## src/rtl/camera_capture_ctrl.sv

```systemverilog
// OV7670 capture sequencer: recovers frame/line timing from vsync/href, pairs
// bytes into RGB565 words and drives the frame-buffer write port.
module camera_capture_ctrl #(
  parameter int H_ACTIVE = 640,
  parameter int V_ACTIVE = 480
) (
  input  logic        writeClk,
  input  logic        reset,
  input  logic        vsync,
  input  logic        href,
  input  logic [7:0]  camData,
  input  logic        freeze,
  input  logic        singleShot,
  output logic [9:0]  inX,
  output logic [8:0]  inY,
  output logic [15:0] pixelIn,
  output logic        writeEn,
  output logic        frameDone,
  output logic [7:0]  frameCount,
  output logic        lineErr,
  output logic        capturing
);

  localparam logic [1:0] IDLE   = 2'd0;
  localparam logic [1:0] SYNC   = 2'd1;
  localparam logic [1:0] ACTIVE = 2'd2;
  localparam logic [1:0] HOLD   = 2'd3;

  localparam logic [9:0] H_LIM = 10'(H_ACTIVE);
  localparam logic [8:0] V_LIM = 9'(V_ACTIVE);

  logic [1:0]  stateReg;
  logic        vsyncD1Reg, vsyncD2Reg, hrefD1Reg, hrefD2Reg;
  logic [7:0]  dataD1Reg;
  logic [9:0]  xReg;
  logic [8:0]  yReg;
  logic        phaseReg;
  logic [7:0]  hiByteReg;
  logic        oneShotReg;
  logic        wrPendReg;
  logic [9:0]  wrXReg;
  logic [8:0]  wrYReg;
  logic [15:0] wrPixReg;

  logic vsyncRise, vsyncFall, hrefFall, inBounds;

  assign vsyncRise = vsyncD1Reg & ~vsyncD2Reg;
  assign vsyncFall = ~vsyncD1Reg & vsyncD2Reg;
  assign hrefFall  = ~hrefD1Reg & hrefD2Reg;
  assign inBounds  = (xReg < H_LIM) && (yReg < V_LIM);
  assign capturing = (stateReg == ACTIVE);

  always_ff @(posedge writeClk) begin
    if (reset) begin
      vsyncD1Reg <= 1'b0;
      vsyncD2Reg <= 1'b0;
      hrefD1Reg  <= 1'b0;
      hrefD2Reg  <= 1'b0;
      dataD1Reg  <= 8'd0;
    end else begin
      vsyncD1Reg <= vsync;
      vsyncD2Reg <= vsyncD1Reg;
      hrefD1Reg  <= href;
      hrefD2Reg  <= hrefD1Reg;
      dataD1Reg  <= camData;
    end
  end

  always_ff @(posedge writeClk) begin
    if (reset) begin
      stateReg   <= IDLE;
      xReg       <= 10'd0;
      yReg       <= 9'd0;
      phaseReg   <= 1'b0;
      hiByteReg  <= 8'd0;
      oneShotReg <= 1'b0;
      wrPendReg  <= 1'b0;
      wrXReg     <= 10'd0;
      wrYReg     <= 9'd0;
      wrPixReg   <= 16'd0;
      writeEn    <= 1'b0;
      inX        <= 10'd0;
      inY        <= 9'd0;
      pixelIn    <= 16'd0;
      frameDone  <= 1'b0;
      frameCount <= 8'd0;
      lineErr    <= 1'b0;
    end else begin
      frameDone <= 1'b0;
      wrPendReg <= 1'b0;
      // Address stage trails the counters so inX/inY line up with the write strobe.
      wrXReg    <= xReg;
      wrYReg    <= yReg;
      writeEn   <= wrPendReg;
      inX       <= wrXReg;
      inY       <= wrYReg;
      if (wrPendReg) pixelIn <= wrPixReg;

      case (stateReg)
        IDLE: if (vsyncRise) stateReg <= SYNC;
        SYNC: if (vsyncFall) stateReg <= ACTIVE;
        ACTIVE: begin
          if (hrefD1Reg) begin
            if (!phaseReg) begin
              hiByteReg <= dataD1Reg;
              phaseReg  <= 1'b1;
            end else begin
              phaseReg  <= 1'b0;
              wrPixReg  <= {hiByteReg, dataD1Reg};
              wrPendReg <= inBounds;
              if (xReg < H_LIM) xReg <= xReg + 10'd1;
            end
          end
          if (hrefFall) begin
            if (xReg != H_LIM || phaseReg) lineErr <= 1'b1;
            xReg     <= 10'd0;
            phaseReg <= 1'b0;
            if (yReg < V_LIM) yReg <= yReg + 9'd1;
          end
          // Frame end overrides the line-end counter update in the same cycle.
          if (vsyncRise) begin
            frameDone  <= 1'b1;
            frameCount <= frameCount + 8'd1;
            xReg       <= 10'd0;
            yReg       <= 9'd0;
            phaseReg   <= 1'b0;
            if (freeze || oneShotReg) begin
              stateReg   <= HOLD;
              oneShotReg <= 1'b0;
            end else begin
              stateReg <= SYNC;
            end
          end
        end
        HOLD: begin
          if (!freeze) begin
            stateReg   <= SYNC;
            oneShotReg <= 1'b0;
          end else if (singleShot) begin
            stateReg   <= SYNC;
            oneShotReg <= 1'b1;
          end
        end
        default: stateReg <= IDLE;
      endcase
    end
  end

endmodule

```

## config.mk

```make
export PLATFORM = sky130hd
export DESIGN_NAME = camera_capture_ctrl
export DESIGN_NICKNAME = d
export VERILOG_FILES = /design/src/rtl/camera_capture_ctrl.sv
export SDC_FILE = /design/constraint.sdc
export NUM_CORES = 1
export LEC_CHECK = 0
export CAP_MARGIN = 15
export CORE_MARGIN = 4
export CORE_UTILIZATION = 55
export DETAILED_ROUTE_END_ITERATION = 10
export HOLD_SLACK_MARGIN = 0.12
export PLACE_DENSITY = 0.84
export SYNTH_ARGS = -nofsm -noshare
export SYNTH_HDL_FRONTEND = slang
export SYNTH_SLANG_ARGS = --single-unit
```

## constraint.sdc

```tcl
create_clock -name writeClk -period 4.8 [get_ports writeClk]
set_input_delay 0.96 -clock writeClk [delete_from_list [all_inputs] [get_ports writeClk]]
set_output_delay 0.96 -clock writeClk [all_outputs]
set_load 0.03 [all_outputs]
```

# Word-level counts from Yosys, hierarchy flattened

Cells that the tools add are included.

Register bits after elaboration: 125
Bits in latches: 0
Bits in writable memories: 0
Bits in read-only memories: 0
Bits of input ports: 14
Output and inout bits: 47
Word-level logic and storage cells: 90
Memories kept: 0

Add/subtract/negate cells: 3
Multipliers: 0
Div/mod/pow operators: 0
Magnitude comparators: 2
Eq/ne operators: 9
Shifts and indexed selects: 0
Muxes and demuxes: 25
Bitwise gates (word level): 8
Reductions and logical operators: 21

Operator list:

| operator                                            | number |
|---|---|
| two-way mux 10 bit                                  | 5 |
| two-way mux 9 bit                                   | 3 |
| two-way mux 2 bit                                   | 6 |
| AND reduction 3 bit                                 | 4 |
| AND reduction 4 bit                                 | 3 |
| adder 10 x 1 -> 10 bit, second input constant       | 1 |
| < comparator 10 bit, second input constant          | 1 |
| != test 10 bit, second input constant               | 1 |
| adder 9 x 1 -> 9 bit, second input constant         | 1 |
| < comparator 9 bit, second input constant           | 1 |
| two-way mux 1 bit                                   | 9 |
| nonzero test 3 bit                                  | 3 |
| adder 8 x 1 -> 8 bit, second input constant         | 1 |
| one-hot mux 2 bit (4 select lines)                  | 1 |
| nonzero test 2 bit                                  | 3 |
| NOT 1 bit                                           | 5 |
| equality test 2 bit, second input constant          | 2 |
| != test 2 x 1 -> 1 bit, second input constant       | 2 |
| != test 2 bit, second input constant                | 2 |
| AND reduction 2 bit                                 | 2 |
| OR reduction 4 bit                                  | 1 |
| AND 1 bit                                           | 3 |
| != test 3 bit, second input constant                | 1 |
| equality test 2 x 1 -> 1 bit, second input constant | 1 |
| other kinds (5)                                     | 6 |

# Logic depth before layout (Yosys ltp)

Gate-level depths: netlist of the first run.

Depth after elaboration: 6
Mapped depth: 8
Depth with buffers taken out: 6

# Least setup slack after synthesis of the first run

No wires, ideal clock.

Kind: reg-to-reg
From: reg stateReg[0]
To: reg xReg[8]
Setup time: 0.074 ns
Arrival time: 1.942 ns
Required time: 4.726 ns
Path slack: 2.784 ns
Cell stages (with the launch flop): 9
Path buffers: 2
Period minus slack after synthesis: 2.016 ns
Cell sequence: dfxtp_1 > inv_1 > ha_1 > buf_4 > and3_1 > buf_6 > and4_4 > or3b_1 > a31oi_1

Longest elaborated chain between the ends: 2

Ends and longest elaborated chain:

| item                                 | line | source |
|---|---|---|
| start, declared                      | 32   | `logic [1:0] stateReg;` |
| start signal, assigned               | 71   | `stateReg <= IDLE;` |
| start signal, assigned               | 100  | `IDLE: if (vsyncRise) stateReg <= SYNC;` |
| start signal, assigned               | 101  | `SYNC: if (vsyncFall) stateReg <= ACTIVE;` |
| equality test 2 bit                  | n/a  |  |
| named net capturing                  | 21   | `output logic capturing` |
| AND reduction 4 bit (no source line) | n/a  |  |
| end signal, assigned                 | 111  | `if (xReg < H_LIM) xReg <= xReg + 10'd1;` |
| end, declared                        | 35   | `logic [9:0] xReg;` |

The timed path passes the listed nets, and every way through them passes these cells.
A chain may end at the register's enable or synchronous reset.

# Worst setup path after layout of the first run

From: reg stateReg[0]
To: out capturing

Longest elaborated chain between the ends: 1

Ends and longest elaborated chain:

| item                | line | source |
|---|---|---|
| equality test 2 bit | 51   | `assign capturing = (stateReg == ACTIVE);` |
| end, declared       | 21   |  |

Every way passes these cells.

==> results of run 1 <==
==> cell usage in the layout (no fill, tap or decap), types with 7 or more instances in the layout <==
cell	count
or3_1	7
nor2b_1	50
inv_1	8
nand2b_1	7
nor2_1	35
clkbuf_16	16
mux2i_1	21
o21ai_0	7
a21oi_1	42
clkdlybuf4s50_1	59
ha_1	8
nand2_1	61
dfxtp_1	125
nand4_1	13
nand3_1	12
==> layout make-up <==
type	count	area, sq um
multi-input combinational	312	1850
tap	102	128
fill	568	2110
timing repair buffer	62	611
clock inverter	10	163
clock buffer	21	459
sequential	125	2500
inverter	8	30.0
==> how the worst max path moves through the flow <==
stage	startpoint	endpoint	slack, ns	depth (start not counted)
detailed placement	stateReg[0]	capturing	2.27	3
global route	stateReg[0]	capturing	1.60	3
CTS	stateReg[0]	capturing	1.71	3
global placement	stateReg[0]	capturing	2.33	3
finish	stateReg[0]	capturing	1.71	3
floorplan	stateReg[0]	xReg[8]	2.78	8
==> state kept, by name, summed over array words and instances (netlist names), 2 cells and up <==
signal / count
xReg: 10
wrPixReg: 16
dataD1Reg: 8
yReg: 9
pixelIn: 16
inX: 10
stateReg: 2
wrYReg: 9
frameCount: 8
hiByteReg: 8
wrXReg: 10
inY: 9
==> critical path: stages (launching register included) <==
cell	delay, ns
dfxtp_1	0.34
inv_1	0.12
ha_1	0.41
clkdlybuf4s50_1	0.75
==> metal layers <==
metal  global-route usage, %  wire (um)  share of wire (%)  vias to the layer above
met2                    33.7       4790                 52                      120
met1                    23.1       3890                 42                     1621
met4                    7.04         78               0.84                        0
li1                        -          -                  -                     1700
met3                    5.66        483                5.2                       12
met5                       0          0                  0                        -
==> through the flow <==
step,area [sq um],utilization (%),hold WS (ns)
2_1_floorplan,4500,-,0.414
6_report,5740,73.2,0.435
5_1_grt,5740,73.2,0.455
3_5_place_dp,5110,65.2,0.423
4_1_cts,5740,73.1,0.436
3_3_place_gp,5110,65.2,0.422
==> power breakdown <==
group	switching, mW	internal, mW
Combinational	0.0467	0.0329
Sequential	0.00879	1.05
Clock	0.438	0.881
==> kinds of logic (layout without fill, tap and decap cells) <==
group	after synthesis	count (layout)	synth area share, %
mux	22	22	4.92
fa+ha+maj	8	8	2.23
simple gates	208	208	23.9
compound gates	68	68	8.90
flops	125	125	55.6
buf+inv	35	101	3.25
xor+xnor	6	6	1.17
==> parameters.txt, run 1 <==
Parameter                              Value

Run status
  Result of the run ... completed

Critical path
  Slack of the worst reg-to-reg path ... 2.25 ns
  Reg2Reg Capture Point ... xReg[6]
  Worst R2R Path Depth ... 6
  Kind of critical path ... reg -> out
  Required time reported for the critical path endpoint ... 3.84 ns
  Type of origin of the critical path ... flip-flop
  CP arrival ... 2.13 ns
  Reg-to-reg startpoint ... stateReg[0]
  Critical path fanouts, max ... 13
  Critical Path End Type ... output pin

Yosys
  Sequential share of the synthesized area ... 55.6%
  Cell accounting for the most synthesized area ... dfxtp_1
  Yosys warns ... 0
  Distinct cell type count of the synthesized netlist ... 48
  Number of instances in the synthesized netlist ... 472
  Top-area cell type share of the netlist area ... 55.6%
  Number of enable-type register cells in the synthesized netlist ... 0
  Most area-consuming cells after synthesis ... dfxtp_1, nor2b_1, nand2_1
  Share of synthesized registers carrying an async set or reset ... 0%
  Post-Syn Nets ... 494
  Syn_area_per_cell ... 9.53 sq um
  List of most frequent post-synthesis cells ... dfxtp_1, nand2_1, nor2b_1
  Top-count cell post-synth ... dfxtp_1
  Post-synthesis cell area ... 4500 sq um
  Primary FF master, synth ... dfxtp_1
  Flops & latches, synth ... 125

Floorplan
  Cell Rows ... 32
  Number of top-level pins ... 61
  Die Footprint ... 9690 sq um
  Area of the core ... 7850 sq um
  Initial Utilization ... 57.3%
  Height of the chip ... 98.4 um
  Die span in x ... 98.4 um

Clock network
  Post-cts sizing count ... 0
  Post-CTS setup buffers ... 0
  Clock root buffer ... clkbuf_8
  Number of sinks handled by clock tree synthesis ... 125
  Clock buffers created by TritonCTS ... 17
  Clock latency on the worst-skew pair ... 0.51 ns
  Reg clk slew, reported paths ... 0.05 ns
  TritonCTS clock tree ... built
  H-tree levels ... 4
  Number of buffers between clock root and the deepest sink ... 2
  CTS Hold Bufs ... 0

Pwr
  Post-route total power ... 2.46 mW
  Power per cell area ... 428 nW/um^2
  Pleak ... 2.04 nW
  Max VDD drop ... 320 uV

Layout
  Number of antenna diodes ... 0
  Share of post-route cells with drive strength above 1 ... 7.62%
  Number of standard cells in the layout, taps in and fillers out ... 640
  Area growth from synthesis to layout ... 27.6%
  Number of nets in the finished design ... 548

Route
  DRC ... 0
  Via total after detailed routing ... 3453
  Number of DRC markers after the initial detailed-route iteration ... 170
  Routed length per placed instance ... 14.5 um
  Detail Route Antenna Nets ... 0
  Via/cell ratio ... 5.40
  Count of TritonRoute iterations in the first routing pass ... 5
  Sum of routed wire length over all layers ... 9.25 mm

Timing
  Final Max Slew Viols ... 0
  Sum of negative setup slack ... 0 ns
  Worst slew margin relative to its limit ... 27.4%
  Share of the clock period used by the worst path after layout ... 64.4%
  RSZ-0062 raised after global routing ... no
  Final Skew ... 0.00735 ns
  Hold violation total from the final report ... 0
  Setup slack of the critical path after layout ... 1.71 ns
  Setup-failing EPs final ... 0
  Post-layout min period ... 3.09 ns
  Measured slew at the worst slew-check pin ... 1.09 ns
  Highest attainable clock frequency ... 323 MHz

Global route
  Number of antenna violations at the first check in global routing ... 0
  Wire length of the first global-routing pass ... 15.4 mm
  Largest net degree at the start of global routing ... 117
  Vias in the first global route ... 3300
  GRT Residual Overflow ... 0
  Overall track demand over capacity in global routing ... 19.5%

Flow run
  Maximum Capacitance Violations ... 0

Placement
  PortBufs ... 60
  Hpwl dp ... 5.75 mm
  Cell count after placement ... 608
  DP Worst Slack ... 2.27 ns
  Gp weighted congestion ... 0.801

Hold path
  Number of instances on the worst hold path ... 1
  Endpoint of the worst hold path ... inX[0]
  Type of the most critical hold path ... reg -> reg
  Startpoint of the tightest hold check path ... wrXReg[0]
Power figures use the tool's default switching activity.
==> inputs of run 2 (changes only) <==
--- a/config.mk
+++ b/config.mk
@@ -7,10 +7,10 @@
 export LEC_CHECK = 0
 export CAP_MARGIN = 15
 export CORE_MARGIN = 4
-export CORE_UTILIZATION = 55
+export CORE_UTILIZATION = 49
 export DETAILED_ROUTE_END_ITERATION = 10
 export HOLD_SLACK_MARGIN = 0.12
-export PLACE_DENSITY = 0.84
+export PLACE_DENSITY = 0.79
 export SYNTH_ARGS = -nofsm -noshare
 export SYNTH_HDL_FRONTEND = slang
 export SYNTH_SLANG_ARGS = --single-unit
==> constraint.sdc (replaced) <==
create_clock -name writeClk -period 2.55 [get_ports writeClk]
set_input_delay 0.51 -clock writeClk [delete_from_list [all_inputs] [get_ports writeClk]]
set_output_delay 0.51 -clock writeClk [all_outputs]
set_load 0.03 [all_outputs]
==> run 2 against run 1 <==
Effect of this change: sequential cell count stayed put; core utilization down 7.9 points; highest routed layer unchanged; setup slack got worse by 1.5 ns; routed wire length decreased by 1.7%; design area rose by 0.15%; hold slack got worse by 0.036 ns; critical path type unchanged; power is 83% higher; largest power group unchanged; cell count grew 1.3%; largest cell class unchanged.
==> parameters.txt, run 2 (synthesis gave the netlist of run 1 again) <==
Parameter                              Value

Route
  Number of DRC markers after the initial detailed-route iteration ... 170 (unchanged)
  Sum of routed wire length over all layers ... 9.09 mm (was 9.25 mm)
  Routed length per placed instance ... 14.0 um (was 14.5 um)
  Via total after detailed routing ... 3444 (was 3453)
  DRC ... 0 (unchanged)
  Count of TritonRoute iterations in the first routing pass ... 5 (unchanged)
  Via/cell ratio ... 5.31 (was 5.40)
  Detail Route Antenna Nets ... 0 (unchanged)

Global route
  Largest net degree at the start of global routing ... 88 (was 117)
  Vias in the first global route ... 3412 (was 3300)
  Overall track demand over capacity in global routing ... 17.3% (was 19.5%)
  Number of antenna violations at the first check in global routing ... 0 (unchanged)
  GRT Residual Overflow ... 0 (unchanged)
  Wire length of the first global-routing pass ... 15.5 mm (was 15.4 mm)

Timing
  Post-layout min period ... 2.33 ns
  Setup slack of the critical path after layout ... 0.220 ns (was 1.71 ns)
  Measured slew at the worst slew-check pin ... 0.692 ns (was 1.09 ns)
  Share of the clock period used by the worst path after layout ... 91.4%
  Hold violation total from the final report ... 0 (unchanged)
  Final Skew ... 0.0125 ns (was 0.00735 ns)
  Worst slew margin relative to its limit ... 53.8% (was 27.4%)
  Final Max Slew Viols ... 0 (unchanged)
  Highest attainable clock frequency ... 429 MHz
  Setup-failing EPs final ... 0 (unchanged)
  Sum of negative setup slack ... 0 ns (unchanged)
  RSZ-0062 raised after global routing ... no (unchanged)

Clock network
  H-tree levels ... 4 (unchanged)
  Reg clk slew, reported paths ... 0.06 ns (was 0.05 ns)
  Number of sinks handled by clock tree synthesis ... 125 (unchanged)
  TritonCTS clock tree ... built (unchanged)
  Post-cts sizing count ... 1 (was 0)
  CTS Hold Bufs ... 0 (unchanged)
  Post-CTS setup buffers ... 0 (unchanged)
  Clock root buffer ... clkbuf_8 (unchanged)
  Clock latency on the worst-skew pair ... 0.51 ns (about the same)
  Number of buffers between clock root and the deepest sink ... 2 (unchanged)
  Clock buffers created by TritonCTS ... 17 (unchanged)

Placement
  DP Worst Slack ... 0.344 ns (was 2.27 ns)
  Gp weighted congestion ... 0.887 (was 0.801)
  Hpwl dp ... 5.94 mm (was 5.75 mm)
  PortBufs ... 60 (unchanged)

Critical path
  CP arrival ... 1.82 ns (was 2.13 ns)
  Crit path to ... capturing (unchanged)
  Critical Path End Type ... output pin (unchanged)
  Kind of critical path ... reg -> out (unchanged)
  Reg2Reg Capture Point ... yReg[3] (was xReg[6])
  Critical path fanouts, max ... 13 (unchanged)
  Slowest-stage cell, CP ... dlygate4sd2_1 (was clkdlybuf4s50_1)
  Slack of the worst reg-to-reg path ... 0.28 ns (was 2.25 ns)
  Cell-by-cell trace of the critical path ... inv_1 -> ha_1 -> dlygate4sd2_1 (was inv_1 -> ha_1 -> clkdlybuf4s50_1)
  Required time reported for the critical path endpoint ... 2.04 ns (was 3.84 ns)
  Worst R2R Path Depth ... 6 (unchanged)
  Type of origin of the critical path ... flip-flop (unchanged)
  Largest incremental delay on the critical path ... 0.46 ns (was 0.75 ns)
  Startpoint of the worst setup timing path ... stateReg[0] (unchanged)
  Reg-to-reg startpoint ... stateReg[0] (unchanged)

Floorplan
  Initial Utilization ... 51.1% (was 57.3%)
  Die span in x ... 104 um (was 98.4 um)
  Height of the chip ... 104 um (was 98.4 um)
  Area of the core ... 8810 sq um (was 7850 sq um)
  Number of top-level pins ... 61 (unchanged)
  Die Footprint ... 10800 sq um (was 9690 sq um)
  Cell Rows ... 34 (was 32)

Pwr
  Pleak ... 2.04 nW (about the same)
  Power per cell area ... 783 nW/um^2 (was 428 nW/um^2)
  Max VDD drop ... 515 uV (was 320 uV)

Layout
  Most frequent cells in the layout ... dfxtp_1, nand2_1, clkdlybuf4s50_1 (unchanged)
  Area taken by multi-input logic gates ... 1850 sq um (unchanged)
  Number of antenna diodes ... 0 (unchanged)
  Area growth from synthesis to layout ... 27.8% (was 27.6%)
  Most common library cell in the layout ignoring fill and taps ... dfxtp_1 (unchanged)
  Share of post-route cells with drive strength above 1 ... 8.15% (was 7.62%)
  Fill cell count ... 682 (was 568)
  Number of nets in the finished design ... 550 (was 548)
  Sequential cell area ... 2500 sq um (unchanged)
  Largest registers ... pixelIn: 16 flops, wrPixReg: 16 flops (unchanged)

Run status
  Result of the run ... completed (unchanged)

Hold path
  Type of the most critical hold path ... in -> reg (was reg -> reg)

Flow run
  Maximum Capacitance Violations ... 0 (unchanged)
run 2: changes by cell type in the layout (fill, tap and decap cells not counted), sizes merged:
| cell | change |
|---|---|
| clkbuf | -3 |
| buf | +2 |
| inv | +2 |
| bufinv | -1 |
| clkdlybuf4s50 | -1 |
| clkinv | +1 |
| clkinvlp | +1 |
| dlygate4sd2 | +1 |
run 2: area by class of cell:
type,count,area share (%)
tap,108,2.35
inverter,8,0.522
sequential,125,43.5
clock buffer,18,7.44
timing repair buffer,64,11.1
clock inverter,13,2.89
multi-input combinational,312,32.2
run 2: layer usage:
layer  part of all wire (%)  track usage (%)  up-vias
li1                       -                -     1708
met1                     43             20.2     1635
met2                     50             28.6       97
met3                    5.8             6.16        4
met4                   0.73             7.41        0
met5                      0                0        -
run 2: how the worst min path moves through the flow:
stage,startpoint,to,cells after the start
detailed placement,wrYReg[2],inY[2],1
global placement,wrYReg[1],inY[1],1
CTS,reset,pixelIn[4],2
floorplan,wrXReg[0],inX[0],1
finish,reset,pixelIn[4],2
global route,reset,pixelIn[14],2
run 2: stage by stage:
step	utilization [%]	hold slack [ns]	std cells	power (mW)	area, sq um
finish	65.3	0.399	648	4.50	5750
global route	65.3	0.406	648	4.65	5750
CTS	65.3	0.377	648	4.54	5750
detailed placement	58.6	0.424	617	2.18	5160
global placement	58.6	0.422	617	2.17	5160
floorplan	-	0.414	472	2.13	4500
run 2: critical path, delay by kind of cell (launching register included):
family,cells,cell delay [ns]
adders and majority gates,1,0.41
buffers and inverters,2,0.57
DFF,1,0.33
run 2: report_power, final:
part | switching [mW] | internal [mW]
clock | 0.849 | 1.51
sequential | 0.0162 | 1.97
combinational | 0.0866 | 0.0637
total | 0.952 | 3.55
==> variant 1: new RTL, settings of run 2 <==
Take the reset off `dataD1Reg` and load it in a clocked block of its own.
--- a/src/rtl/camera_capture_ctrl.sv
+++ b/src/rtl/camera_capture_ctrl.sv
@@ -56,14 +56,16 @@
       vsyncD2Reg <= 1'b0;
       hrefD1Reg  <= 1'b0;
       hrefD2Reg  <= 1'b0;
-      dataD1Reg  <= 8'd0;
     end else begin
       vsyncD1Reg <= vsync;
       vsyncD2Reg <= vsyncD1Reg;
       hrefD1Reg  <= href;
       hrefD2Reg  <= hrefD1Reg;
-      dataD1Reg  <= camData;
     end
+  end
+
+  always_ff @(posedge writeClk) begin
+    dataD1Reg <= camData;
   end
 
   always_ff @(posedge writeClk) begin
Function: same outputs for any inputs over 4 cycles, from zero or initial values and one cycle with reset high; that may be too few to reach the edited logic, so the function may still have changed.
==> variant 1 against run 2 <==
Via count is 2.6% lower; power is 3.0% lower; synthesized cell count is 3.6% lower; area after synthesis is 1.3% lower; setup slack better by 0.0041 ns; sequential cell count stayed put; cell area is 1.2% lower; wire length is 4.4% lower; critical path depth stayed put; critical path type unchanged; highest routed layer unchanged.
==> variant 1: results <==
[status]
status = complete, no violations

[cts]
cts_buffers = 17
clock_path_buffers = 2

[drt]
vias = 3353
dr.first_iter.drc_count = 175
firstDrtPassIters = 4
wirelength_um = 8690

[grt]
grt_pass1_vias = 3155
grt_usage_pct = 17.4
grt_first_pass_wirelength_um = 14400
grt_max_degree = 78

[cells_and_area]
nets = 541
drive_above_1_share_pct = 9.21

[setup_path]
worstPathMaxFanout = 14
reg2reg_slack_ns = 0.40
worstReg2RegEnd = yReg[5]

[synthesis]
syn_nets = 477
synth_commonest_cells = dfxtp_1, nand2_1, nor2b_1
ys_top_cells_by_area = dfxtp_1, nor2b_1, nand2_1, a21oi_1, mux2i_1
ys_types = 51
synthFlopType = dfxtp_1
synth-seq-area-share_pct = 56.4

[place]
hpwl_um = 5640
gp_congestion = 0.845
pre_cts_slack_ns = 0.437

[power_and_ir_drop]
peakVddDrop_mv = 0.400
swShare_pct = 23.3
leakage_nw = 2.04

[timing]
worst_slack_ns = 0.224
worst_slew_pin_slew_ns = 0.709
clock_skew_ns = 0.00693

[worst_hold_path]
hp-class = flop to flop
variant 1: cell count changes after synthesis, sizes merged, moves of 4 or more:
cell	before	now
mux2i	21	17
clkbuf	20	12
nand2b	7	1
nor2b	50	42
nand3	12	8
nand4	13	7
variant 1: how the worst min path moves through the flow:
| stage | slack [ns] | endpoint | depth (start not counted) | from |
|---|---|---|---|---|
| floorplan | 0.41 | inX[0] | 1 | wrXReg[0] |
| global placement | 0.42 | inX[3] | 1 | wrXReg[3] |
| detailed placement | 0.42 | inX[8] | 1 | wrXReg[8] |
| CTS | 0.42 | dataD1Reg[2] | 1 | camData[2] |
| global route | 0.41 | dataD1Reg[2] | 1 | camData[2] |
| finish | 0.43 | inY[2] | 1 | wrYReg[2] |
variant 1: metal layers:
layer / track usage [%] / vias up / share of wire [%]
li1: - / 1684 / -
met1: 22.2 / 1566 / 46
met2: 27.0 / 93 / 47
met3: 6.17 / 10 / 5.8
met4: 6.87 / 0 / 1.4
met5: 0 / - / 0
variant 1: power groups by stage:
| stage | Clock, W | Sequential, W | Combinational (W) |
|---|---|---|---|
| final | 0.00226 | 0.00199 | 0.000123 |
| after global routing | 0.00238 | 0.00199 | 0.000137 |
| after CTS | 0.00229 | 0.00199 | 0.000124 |
| after detailed placement | 0 | 0.00203 | 0.000124 |
| after global placement | 0 | 0.00203 | 0.000120 |
| after floorplan | 0 | 0.00203 | 0.0000857 |
variant 1: through the flow:
| stage | utilization, % | hold WS [ns] | power, W | cells | area, µm² |
|---|---|---|---|---|---|
| after floorplan | - | 0.414 | 0.00211 | 455 | 4440 |
| after global placement | 58.3 | 0.416 | 0.00215 | 608 | 5110 |
| after detailed placement | 58.3 | 0.422 | 0.00215 | 608 | 5110 |
| after CTS | 64.8 | 0.421 | 0.00440 | 640 | 5680 |
| after global routing | 64.8 | 0.415 | 0.00451 | 640 | 5680 |
| final | 64.8 | 0.432 | 0.00437 | 640 | 5680 |
variant 1: cell type report:
class,instances,area [µm²]
clock inverter,15,154
timing repair buffer,65,632
tap,108,135
fill,689,3080
multi-input combinational,302,1810
sequential,125,2500
inverter,8,30.0
clock buffer,17,414
variant 1: kinds of logic after synthesis:
family,share of synthesized area [%]
adder cells (fa/ha/maj),2.25
AO/OA/AOI/OAI,10.7
multiplexers,4.09
XOR/XNOR,0.986
AND/OR/NAND/NOR,22.8
flip-flops,56.4
buffers and inverters,2.85
variant 1: repair_timing:
item,CTS,global route
hold buffers,0,0
endpoints found under the setup margin,1,0
resized for setup,1,0
variant 1: worst max-delay path, cell delays in order (launching register included):
cell	delay [ns]
dfxtp_1	0.34
inv_1	0.09
ha_1	0.42
dlygate4sd2_1	0.46
==> variant 2: new RTL, settings of run 2 <==
Made on the original files. The parameter `H_ACTIVE` goes from 640 to 512.
--- a/src/rtl/camera_capture_ctrl.sv
+++ b/src/rtl/camera_capture_ctrl.sv
@@ -1,7 +1,7 @@
 // OV7670 capture sequencer: recovers frame/line timing from vsync/href, pairs
 // bytes into RGB565 words and drives the frame-buffer write port.
 module camera_capture_ctrl #(
-  parameter int H_ACTIVE = 640,
+  parameter int H_ACTIVE = 512,
   parameter int V_ACTIVE = 480
 ) (
   input  logic        writeClk,
Behaviour: no difference found for any inputs over 10 cycles, from zero or initial values and one cycle with reset high; that may be too few to reach the edited logic, so the function may still have changed.
==> variant 2 against run 2 <==
Setup slack better by 0.089 ns; sequential cell count stayed put; wire length is 0.90% lower; count of clock-buffer cells in the layout stayed put; register-to-register slack better by 0.26 ns; power is 3.3% higher; final cell count is 0.46% higher; largest cell class unchanged; cell area hardly changed; area after synthesis is 1.2% lower; sequential share of layout area hardly changed; sequential power hardly changed.
==> variant 2: results <==
[synthesis]
ys_top_cells_by_area = dfxtp_1, nor2b_1, nand2_1, a21oi_1, mux2i_1
synth-seq-area-share_pct = 56.3
syn_inst = 470
synth-xor-area-share_pct = 1.58
synth_commonest_cells = dfxtp_1, nand2_1, nor2b_1

[worst_hold_path]
hp-class = flop to flop
whs_path_depth = 1

[drt]
wl_met1_um = 3920
dr.first_iter.drc_count = 198
wirelength_um = 9010
firstDrtPassIters = 4
vias = 3344
dr_wl_met2_um = 4600
routed-wl-met3_um = 463

[timing]
worst_slew_pin_slew_ns = 0.707

[status]
status = complete, no violations

[power_and_ir_drop]
peakVddDrop_mv = 0.475
leakage_nw = 2.06
swShare_pct = 21.2
p_total_w = 0.00465

[cells_and_area]
drive_above_1_share_pct = 8.10
nFillCells = 689
fin_cells = 651
nets = 552

[grt]
grt_pass1_vias = 3116
grt_max_degree = 72
grt_first_pass_wirelength_um = 15000

[place]
placed_cells = 619
gp_congestion = 0.862

[setup_path]
worstPathMaxFanout = 16
==> variant 2: cell types whose count changed in the layout (fill, tap and decap cells not counted), sizes merged, moves of 3 or more <==
cell	delta
or3	+4
nand3	+4
inv	+3
a31oi	+3
nand4	-6
nand2b	-3
==> variant 2: layout make-up <==
class	instances	share of cell area, %
Clock buffer	18	7.44
Clock inverter	14	3.57
Inverter	9	0.587
Multi-Input combinational cell	312	31.6
Sequential cell	125	43.5
Tap cell	108	2.35
Timing Repair Buffer	65	11.0
==> variant 2: through the flow <==
| stage | setup WS [ns] | cell area, µm² | hold WS, ns |
|---|---|---|---|
| after floorplan | 0.593 | 4450 | 0.414 |
| after global placement | 0.455 | 5120 | 0.420 |
| after detailed placement | 0.396 | 5120 | 0.420 |
| after CTS | 0.276 | 5750 | 0.435 |
| after global routing | 0.175 | 5750 | 0.448 |
| final | 0.309 | 5750 | 0.432 |
==> variant 2: path summary, 6_finish.rpt <==
path / slack, ns / from / endpoint
max: 0.31 / stateReg[0] / capturing
min: 0.43 / wrXReg[0] / inX[0]
max reg2reg: 0.54 / stateReg[0] / xReg[8]
min reg2reg: 0.43 / wrXReg[0] / inX[0]
==> variant 2: per-layer routing <==
layer | vias up | GRT usage, %
met1 | 1567 | 22.2
met4 | 0 | 6.27
met3 | 4 | 5.70
li1 | 1684 | -
met5 | - | 0
met2 | 89 | 30.1
==> variant 2: cells by family (layout without fill, tap and decap cells) <==
kind of cell             count (synthesis)  count (layout)
AO/OA/AOI/OAI                           64              64
XOR/XNOR                                 8               8
adder cells (fa/ha/maj)                  8               8
buffers and inverters                   33             106
flip-flops                             125             125
multiplexers                            21              21
AND/OR/NAND/NOR                        211             211
==> variant 2: repair_timing <==
action                                  in CTS  in global routing
buffers inserted                             0                  0
gates resized for setup                      2                  0
endpoints found under the setup margin       1                  0
